$ cat src/rtl/median3x3_core_if.sv
// Stream bundle for median3x3_core: one pixel column in, one filtered pixel out.
// The core drives the out_* side through the slave modport.
interface median3x3_core_if #(
   parameter int PIX_W = 8
);
   logic             in_valid;
   logic [PIX_W-1:0] row_top;
   logic [PIX_W-1:0] row_mid;
   logic [PIX_W-1:0] row_bot;
   logic             out_valid;
   logic [PIX_W-1:0] out_pixel;
   logic             frame_done;

   modport master (
      output in_valid, row_top, row_mid, row_bot,
      input  out_valid, out_pixel, frame_done
   );

   modport slave (
      input  in_valid, row_top, row_mid, row_bot,
      output out_valid, out_pixel, frame_done
   );
endinterface

$ cat src/rtl/median3x3_core.sv
// 3x3 median filter core: column window, 3-stage sorting network, frame-end pulse.
// Optional MEDIAN_NOISE_DETECT_EN: only salt/pepper centres are replaced by the median.
module median3x3_core #(
   parameter int IMG_WIDTH  = 256,
   parameter int IMG_HEIGHT = 256,
   parameter int PIX_W      = 8
) (
   input  logic            clk,
   input  logic            rst_n,
   median3x3_core_if.slave bus
);
   localparam int COL_W = (IMG_WIDTH  > 1) ? $clog2(IMG_WIDTH)  : 1;
   localparam int ROW_W = (IMG_HEIGHT > 1) ? $clog2(IMG_HEIGHT) : 1;
   localparam logic [COL_W-1:0] COL_LAST = COL_W'(IMG_WIDTH - 1);
   localparam logic [ROW_W-1:0] ROW_LAST = ROW_W'(IMG_HEIGHT - 1);

   function automatic logic [PIX_W-1:0] max2(input logic [PIX_W-1:0] a, input logic [PIX_W-1:0] b);
      logic [PIX_W-1:0] r;
      if (a > b) r = a;
      else       r = b;
      return r;
   endfunction

   function automatic logic [PIX_W-1:0] min2(input logic [PIX_W-1:0] a, input logic [PIX_W-1:0] b);
      logic [PIX_W-1:0] r;
      if (a < b) r = a;
      else       r = b;
      return r;
   endfunction

   function automatic logic [PIX_W-1:0] med3(input logic [PIX_W-1:0] a, input logic [PIX_W-1:0] b,
                                             input logic [PIX_W-1:0] c);
      return max2(min2(a, b), min2(max2(a, b), c));
   endfunction

   logic [COL_W-1:0] r_col;
   logic [ROW_W-1:0] r_row;
   logic [PIX_W-1:0] r_win_top [0:2];
   logic [PIX_W-1:0] r_win_mid [0:2];
   logic [PIX_W-1:0] r_win_bot [0:2];
   logic             r_win_vld;
   logic             r_win_last;

   logic [PIX_W-1:0] w_s1_lo [0:2];
   logic [PIX_W-1:0] w_s1_md [0:2];
   logic [PIX_W-1:0] w_s1_hi [0:2];
   logic [PIX_W-1:0] r_s1_lo [0:2];
   logic [PIX_W-1:0] r_s1_md [0:2];
   logic [PIX_W-1:0] r_s1_hi [0:2];
   logic             r_s1_vld;
   logic             r_s1_last;

   logic [PIX_W-1:0] w_s2_lo_max;
   logic [PIX_W-1:0] w_s2_md_med;
   logic [PIX_W-1:0] w_s2_hi_min;
   logic [PIX_W-1:0] r_s2_lo_max;
   logic [PIX_W-1:0] r_s2_md_med;
   logic [PIX_W-1:0] r_s2_hi_min;
   logic             r_s2_vld;
   logic             r_s2_last;

   logic [PIX_W-1:0] w_s3_pixel;
   logic             r_out_valid;
   logic [PIX_W-1:0] r_out_pixel;
   logic             r_frame_done;

`ifdef MEDIAN_NOISE_DETECT_EN
   logic [PIX_W-1:0] r_s1_ctr;
   logic [PIX_W-1:0] r_s2_ctr;
`endif

   logic w_col_last;
   logic w_row_last;
   logic w_complete;

   assign w_col_last = (r_col == COL_LAST);
   assign w_row_last = (r_row == ROW_LAST);
   assign w_complete = bus.in_valid && (r_col >= COL_W'(2)) && (r_row >= ROW_W'(2));

   // Window shift and column/row tagging of the incoming column; index 2 is the newest column.
   always_ff @(posedge clk or negedge rst_n) begin
      if (!rst_n) begin
         r_col      <= '0;
         r_row      <= '0;
         r_win_vld  <= 1'b0;
         r_win_last <= 1'b0;
         for (int i = 0; i < 3; i++) begin
            r_win_top[i] <= '0;
            r_win_mid[i] <= '0;
            r_win_bot[i] <= '0;
         end
      end else if (bus.in_valid) begin
         r_win_vld  <= w_complete;
         r_win_last <= w_complete && w_col_last && w_row_last;
         for (int i = 0; i < 2; i++) begin
            r_win_top[i] <= r_win_top[i+1];
            r_win_mid[i] <= r_win_mid[i+1];
            r_win_bot[i] <= r_win_bot[i+1];
         end
         r_win_top[2] <= bus.row_top;
         r_win_mid[2] <= bus.row_mid;
         r_win_bot[2] <= bus.row_bot;
         if (w_col_last) begin
            r_col <= '0;
            if (w_row_last) r_row <= '0;
            else            r_row <= r_row + ROW_W'(1);
         end else begin
            r_col <= r_col + COL_W'(1);
         end
      end else begin
         r_win_vld  <= 1'b0;
         r_win_last <= 1'b0;
      end
   end

   // S1: sort each window column into lo/mid/hi.
   always_comb begin
      for (int i = 0; i < 3; i++) begin
         w_s1_lo[i] = min2(min2(r_win_top[i], r_win_mid[i]), r_win_bot[i]);
         w_s1_md[i] = med3(r_win_top[i], r_win_mid[i], r_win_bot[i]);
         w_s1_hi[i] = max2(max2(r_win_top[i], r_win_mid[i]), r_win_bot[i]);
      end
   end

   always_ff @(posedge clk or negedge rst_n) begin
      if (!rst_n) begin
         r_s1_vld  <= 1'b0;
         r_s1_last <= 1'b0;
         for (int i = 0; i < 3; i++) begin
            r_s1_lo[i] <= '0;
            r_s1_md[i] <= '0;
            r_s1_hi[i] <= '0;
         end
`ifdef MEDIAN_NOISE_DETECT_EN
         r_s1_ctr <= '0;
`endif
      end else begin
         r_s1_vld  <= r_win_vld;
         r_s1_last <= r_win_last;
         for (int i = 0; i < 3; i++) begin
            r_s1_lo[i] <= w_s1_lo[i];
            r_s1_md[i] <= w_s1_md[i];
            r_s1_hi[i] <= w_s1_hi[i];
         end
`ifdef MEDIAN_NOISE_DETECT_EN
         r_s1_ctr <= r_win_mid[1];
`endif
      end
   end

   // S2: the median lies between max-of-lows and min-of-highs, so three values remain.
   always_comb begin
      w_s2_lo_max = max2(max2(r_s1_lo[0], r_s1_lo[1]), r_s1_lo[2]);
      w_s2_md_med = med3(r_s1_md[0], r_s1_md[1], r_s1_md[2]);
      w_s2_hi_min = min2(min2(r_s1_hi[0], r_s1_hi[1]), r_s1_hi[2]);
   end

   always_ff @(posedge clk or negedge rst_n) begin
      if (!rst_n) begin
         r_s2_vld    <= 1'b0;
         r_s2_last   <= 1'b0;
         r_s2_lo_max <= '0;
         r_s2_md_med <= '0;
         r_s2_hi_min <= '0;
`ifdef MEDIAN_NOISE_DETECT_EN
         r_s2_ctr    <= '0;
`endif
      end else begin
         r_s2_vld    <= r_s1_vld;
         r_s2_last   <= r_s1_last;
         r_s2_lo_max <= w_s2_lo_max;
         r_s2_md_med <= w_s2_md_med;
         r_s2_hi_min <= w_s2_hi_min;
`ifdef MEDIAN_NOISE_DETECT_EN
         r_s2_ctr    <= r_s1_ctr;
`endif
      end
   end

   // S3: final median, optionally bypassed when the centre is not salt or pepper.
   always_comb begin
`ifdef MEDIAN_NOISE_DETECT_EN
      if ((r_s2_ctr == {PIX_W{1'b0}}) || (r_s2_ctr == {PIX_W{1'b1}})) begin
         w_s3_pixel = med3(r_s2_lo_max, r_s2_md_med, r_s2_hi_min);
      end else begin
         w_s3_pixel = r_s2_ctr;
      end
`else
      w_s3_pixel = med3(r_s2_lo_max, r_s2_md_med, r_s2_hi_min);
`endif
   end

   always_ff @(posedge clk or negedge rst_n) begin
      if (!rst_n) begin
         r_out_valid  <= 1'b0;
         r_out_pixel  <= '0;
         r_frame_done <= 1'b0;
      end else begin
         r_out_valid  <= r_s2_vld;
         r_frame_done <= r_s2_vld && r_s2_last;
         if (r_s2_vld) r_out_pixel <= w_s3_pixel;
         else          r_out_pixel <= r_out_pixel;
      end
   end

   assign bus.out_valid  = r_out_valid;
   assign bus.out_pixel  = r_out_pixel;
   assign bus.frame_done = r_frame_done;

endmodule

$ cat src/flat_wrapper.sv
// flat-port wrapper written by rule: the top's interface ports become plain ports
module median3x3_core_flat 
#(
   parameter int IMG_WIDTH  = 256,
   parameter int IMG_HEIGHT = 256,
   parameter int PIX_W      = 8
)
  (clk, rst_n, bus_in_valid, bus_row_top, bus_row_mid, bus_row_bot, bus_out_valid, bus_out_pixel, bus_frame_done);
  median3x3_core_if #(.PIX_W(PIX_W)) bus_i ();
  input  logic clk;
  input  logic rst_n;
  input wire logic [$bits(bus_i.in_valid)-1:0] bus_in_valid;
  input wire logic [$bits(bus_i.row_top)-1:0] bus_row_top;
  input wire logic [$bits(bus_i.row_mid)-1:0] bus_row_mid;
  input wire logic [$bits(bus_i.row_bot)-1:0] bus_row_bot;
  output wire logic [$bits(bus_i.out_valid)-1:0] bus_out_valid;
  output wire logic [$bits(bus_i.out_pixel)-1:0] bus_out_pixel;
  output wire logic [$bits(bus_i.frame_done)-1:0] bus_frame_done;
  assign bus_i.in_valid = bus_in_valid;
  assign bus_i.row_top = bus_row_top;
  assign bus_i.row_mid = bus_row_mid;
  assign bus_i.row_bot = bus_row_bot;
  assign bus_out_valid = bus_i.out_valid;
  assign bus_out_pixel = bus_i.out_pixel;
  assign bus_frame_done = bus_i.frame_done;
  median3x3_core #(.IMG_WIDTH(IMG_WIDTH), .IMG_HEIGHT(IMG_HEIGHT), .PIX_W(PIX_W)) u_core (.clk(clk), .rst_n(rst_n), .bus(bus_i));
endmodule
$ cat config.mk
export PLATFORM = sky130hd
export DESIGN_NAME = median3x3_core_flat
export DESIGN_NICKNAME = d
export VERILOG_FILES = /design/src/rtl/median3x3_core_if.sv /design/src/rtl/median3x3_core.sv /design/src/flat_wrapper.sv
export SDC_FILE = /design/constraint.sdc
export NUM_CORES = 1
export LEC_CHECK = 0
export BUFFER_PORTS_ARGS = -buffer_cell sky130_fd_sc_hd__buf_4
export CORE_MARGIN = 10
export CORE_UTILIZATION = 45
export DETAILED_ROUTE_END_ITERATION = 7
export MAX_ROUTING_LAYER = met4
export PLACE_DENSITY = 0.64
export SLEW_MARGIN = 20
export SYNTH_ARGS = -nofsm -noshare
export SYNTH_HDL_FRONTEND = slang
export SYNTH_SLANG_ARGS = --single-unit
$ cat constraint.sdc
create_clock -name clk -period 6.1 [get_ports clk]
set_input_delay 0 -clock clk [delete_from_list [all_inputs] [get_ports clk]]
set_output_delay 0 -clock clk [all_outputs]
set_load 0.05 [all_outputs]
==> summary.txt <==
Run status
  – Status: finished, final reports clean

Synthesis
  – Synth area leader: dfrtp_1
  – Synth cell count leaders: 200 x dfrtp_1, 173 x ha_1, 161 x inv_1
  – Syn nets: 1,554
  – Synth top area cells: dfrtp_1 38%, ha_1 16%, mux2_2 8.9%, o21ai_0 5.9%, mux2i_1 4.6%
  – Mapped Area: 13,200 um^2
  – Synth Instances: between 1,000 and 1,500
  – Yosys reg bits: 200
  – EDFF count, synth: 0
  – Synth async-reset ratio: 100%
  – Post-synth cell types: 59
  – Post-Syn Area per Cell: 9.74 um^2
  – Prevailing post-synth register cell: dfrtp_1
  – Sequential area share after synthesis: 37.9%
  – Post-synth top area share: 37.9%
  – Syn. warnings: 0
  – Top-count cell post-synth: dfrtp_1

Global routing
  – Total GRT Usage: a little under a fifth
  – First-pass GRT wire length: about 54 mm
  – Vias in the first global route: 9,968
  – Grt total ovfl: 0
  – Largest net degree at the start of global routing: 110
  – Initial antenna violation count: 0

Placement
  – GP Congestion: roughly 0.89
  – Pre-CTS WS: ~270 ps
  – Dpl cells: between 1,500 and 2,000
  – DP HPWL: around 26 mm
  – Port bufs: 36

Worst hold path
  – Hold crit path type: input port to asynchronous set/reset pin

Clocking
  – Clock buffer depth: 2
  – CTS tree: built
  – Clock sinks: 200
  – Insertion delay to the later sink of the worst-skew pair: 440 ps
  – Worst-path clk slew: 70 ps
  – TritonCTS Buffers: 17
  – H-Tree Depth: 4
  – Clk root buf: clkbuf_16

Timing
  – # setup viols final: 0
  – Final Skew: 11.8 ps
  – Final worst-path cycle share: 93.8%
  – Fin crit period: 5720 ps
  – Final Max Slew Viols: 0
  – Worst Setup Slack, final: around 380 ps
  – Min Hold Slack: 200 ps
  – RSZ-0062 raised after global routing: no
  – Final hold violations: 0
  – Slew @ Worst Pin: 974 ps
  – Slew headroom: between 30% and 40%
  – Max Fclk: ~170 MHz
  – Total negative slack: 0 ps

Setup path
  – CP required: roughly 6400 ps
  – CP max FO: 16
  – Setup crit end kind: flip-flop
  – CP Class: flip-flop to flip-flop
  – CP max stage delay: 460 ps
  – Delay-heaviest family, CP: compound AO/OA/AOI/OAI gates
  – CP max stage cell: o21ai_0
  – Startpoint types: flip-flop
  – CP Buf/Inv Count: 3
  – CP arrival: 6010 ps

Flow run
  – Max cap viols: 0

Routing
  – DR iter-0 viols: 798
  – Via count: 9,854
  – ANT nets after route: 0
  – Wire per inst: 18.2 um
  – Via-to-Cell Ratio: 5.46
  – Drt pass-1 iters: 5
  – Routed WL: 32.9 mm
  – DRC violations left: 0

Floorplanning
  – Die height: 191 um
  – Total die area: 36,600 um^2
  – Core ar.: 28,800 um^2
  – Row cnt: slightly above 60
  – I/O pins: 37
  – Initial Util: 45.8%
  – Die W: between 150 and 200 um

Final layout
  – # fillers: 2,632
  – NumNets Final: 1,608
  – Fin cells: between 1,500 and 2,000
  – Share of cells above drive strength 1: 14.2%
  – Diode count: 0
  – Layout area overhead: 11.4%
-- state kept, by name (all words and copies together) (netlist names), 24 cells and up --
name	flops
u_core.r_win_bot	24
u_core.r_s1_lo	24
u_core.r_s1_hi	24
u_core.r_win_top	24
u_core.r_s1_md	24
u_core.r_win_mid	24
-- metrics by stage --
| stage | util, % | area (um^2) |
|---|---|---|
| floorplan | - | 13200 |
| global placement | 48.2 | 13900 |
| detailed placement | 48.2 | 13900 |
| CTS | 51.0 | 14700 |
| global route | 51.1 | 14700 |
| finish | 51.1 | 14700 |
-- area by class of cell --
class / count / area (um^2) / share of cell area (%)
clock inverters: 14 / 136 / 0.928
clock buffers: 17 / 425 / 2.90
multi-input cells: 960 / 7460 / 50.8
inverters: 161 / 604 / 4.11
flip-flops and latches: 200 / 5000 / 34.1
well taps: 384 / 480 / 3.27
repair buffers: 68 / 582 / 3.96
-- worst reg2reg max path, cell delays in order (launching register included) --
cell	delay, ps
dfrtp_1	410
inv_1	80
ha_1	310
nor2b_1	130
o21a_1	150
o21ai_0	250
a211oi_2	210
or2_1	360
o21ai_0	460
ha_1	350
a21oi_1	160
nor2_1	60
nor3_1	210
a21boi_1	190
buf_4	180
and2_1	300
a21o_1	170
ha_1	230
a21o_1	160
a21o_1	160
a21oi_1	170
o21ai_0	110
nand2_1	90
buf_4	210
nor2_1	70
a221oi_1	370
-- kinds of logic after synthesis --
kind of cell,count (synthesis),synth area share (%)
mux,165,13.5
fa+ha+maj,173,16.4
compound gates,327,15.4
buf+inv,194,5.58
simple gates,286,10.6
xor+xnor,9,0.598
flops,200,37.9
-- metal layers --
| metal | track usage [%] | part of all wire, % |
|---|---|---|
| met1 | 25.3 | 49 |
| met2 | 29.8 | 47 |
| met3 | 2.95 | 2.7 |
| met4 | 5.68 | 2.1 |
| met5 | - | 0 |
-- repair_timing --
item,4_1_cts,5_1_grt
hold buffers,26,0
setup endpoints to repair,0,22
gates resized for setup,0,4
endpoints found under the hold margin,131,0
buffers inserted,0,0
-- cell usage in the layout (no fill, tap or decap), types with 40 or more instances in the layout --
cell type / count
a21o_1: 40
mux2_2: 104
buf_4: 41
ha_1: 173
inv_1: 161
mux2i_1: 61
a21oi_1: 50
nand2_1: 132
o21ai_0: 154
dfrtp_1: 200
-- path summary, 6_finish.rpt --
path / startpoint / end / slack (ps) / cells past startpoint
max: u_core.r_s1_md[9] / u_core.r_s2_md_med[5] / 380 / 25
min in group clk: bus_row_mid[5] / u_core.r_win_mid[5] / 300 / 4
max in group asynchronous: rst_n / u_core.r_s1_md[20] / 4430 / 3
min: rst_n / u_core.r_win_bot[0] / 200 / 2
min reg2reg: u_core.r_win_last / u_core.r_s1_last / 350 / 0
max reg2reg: u_core.r_s1_md[9] / u_core.r_s2_md_med[5] / 380 / 25
Power is left out: the tool's default activity adds up to more than one toggle a clock period on the data nets, which glitch-free logic cannot reach.
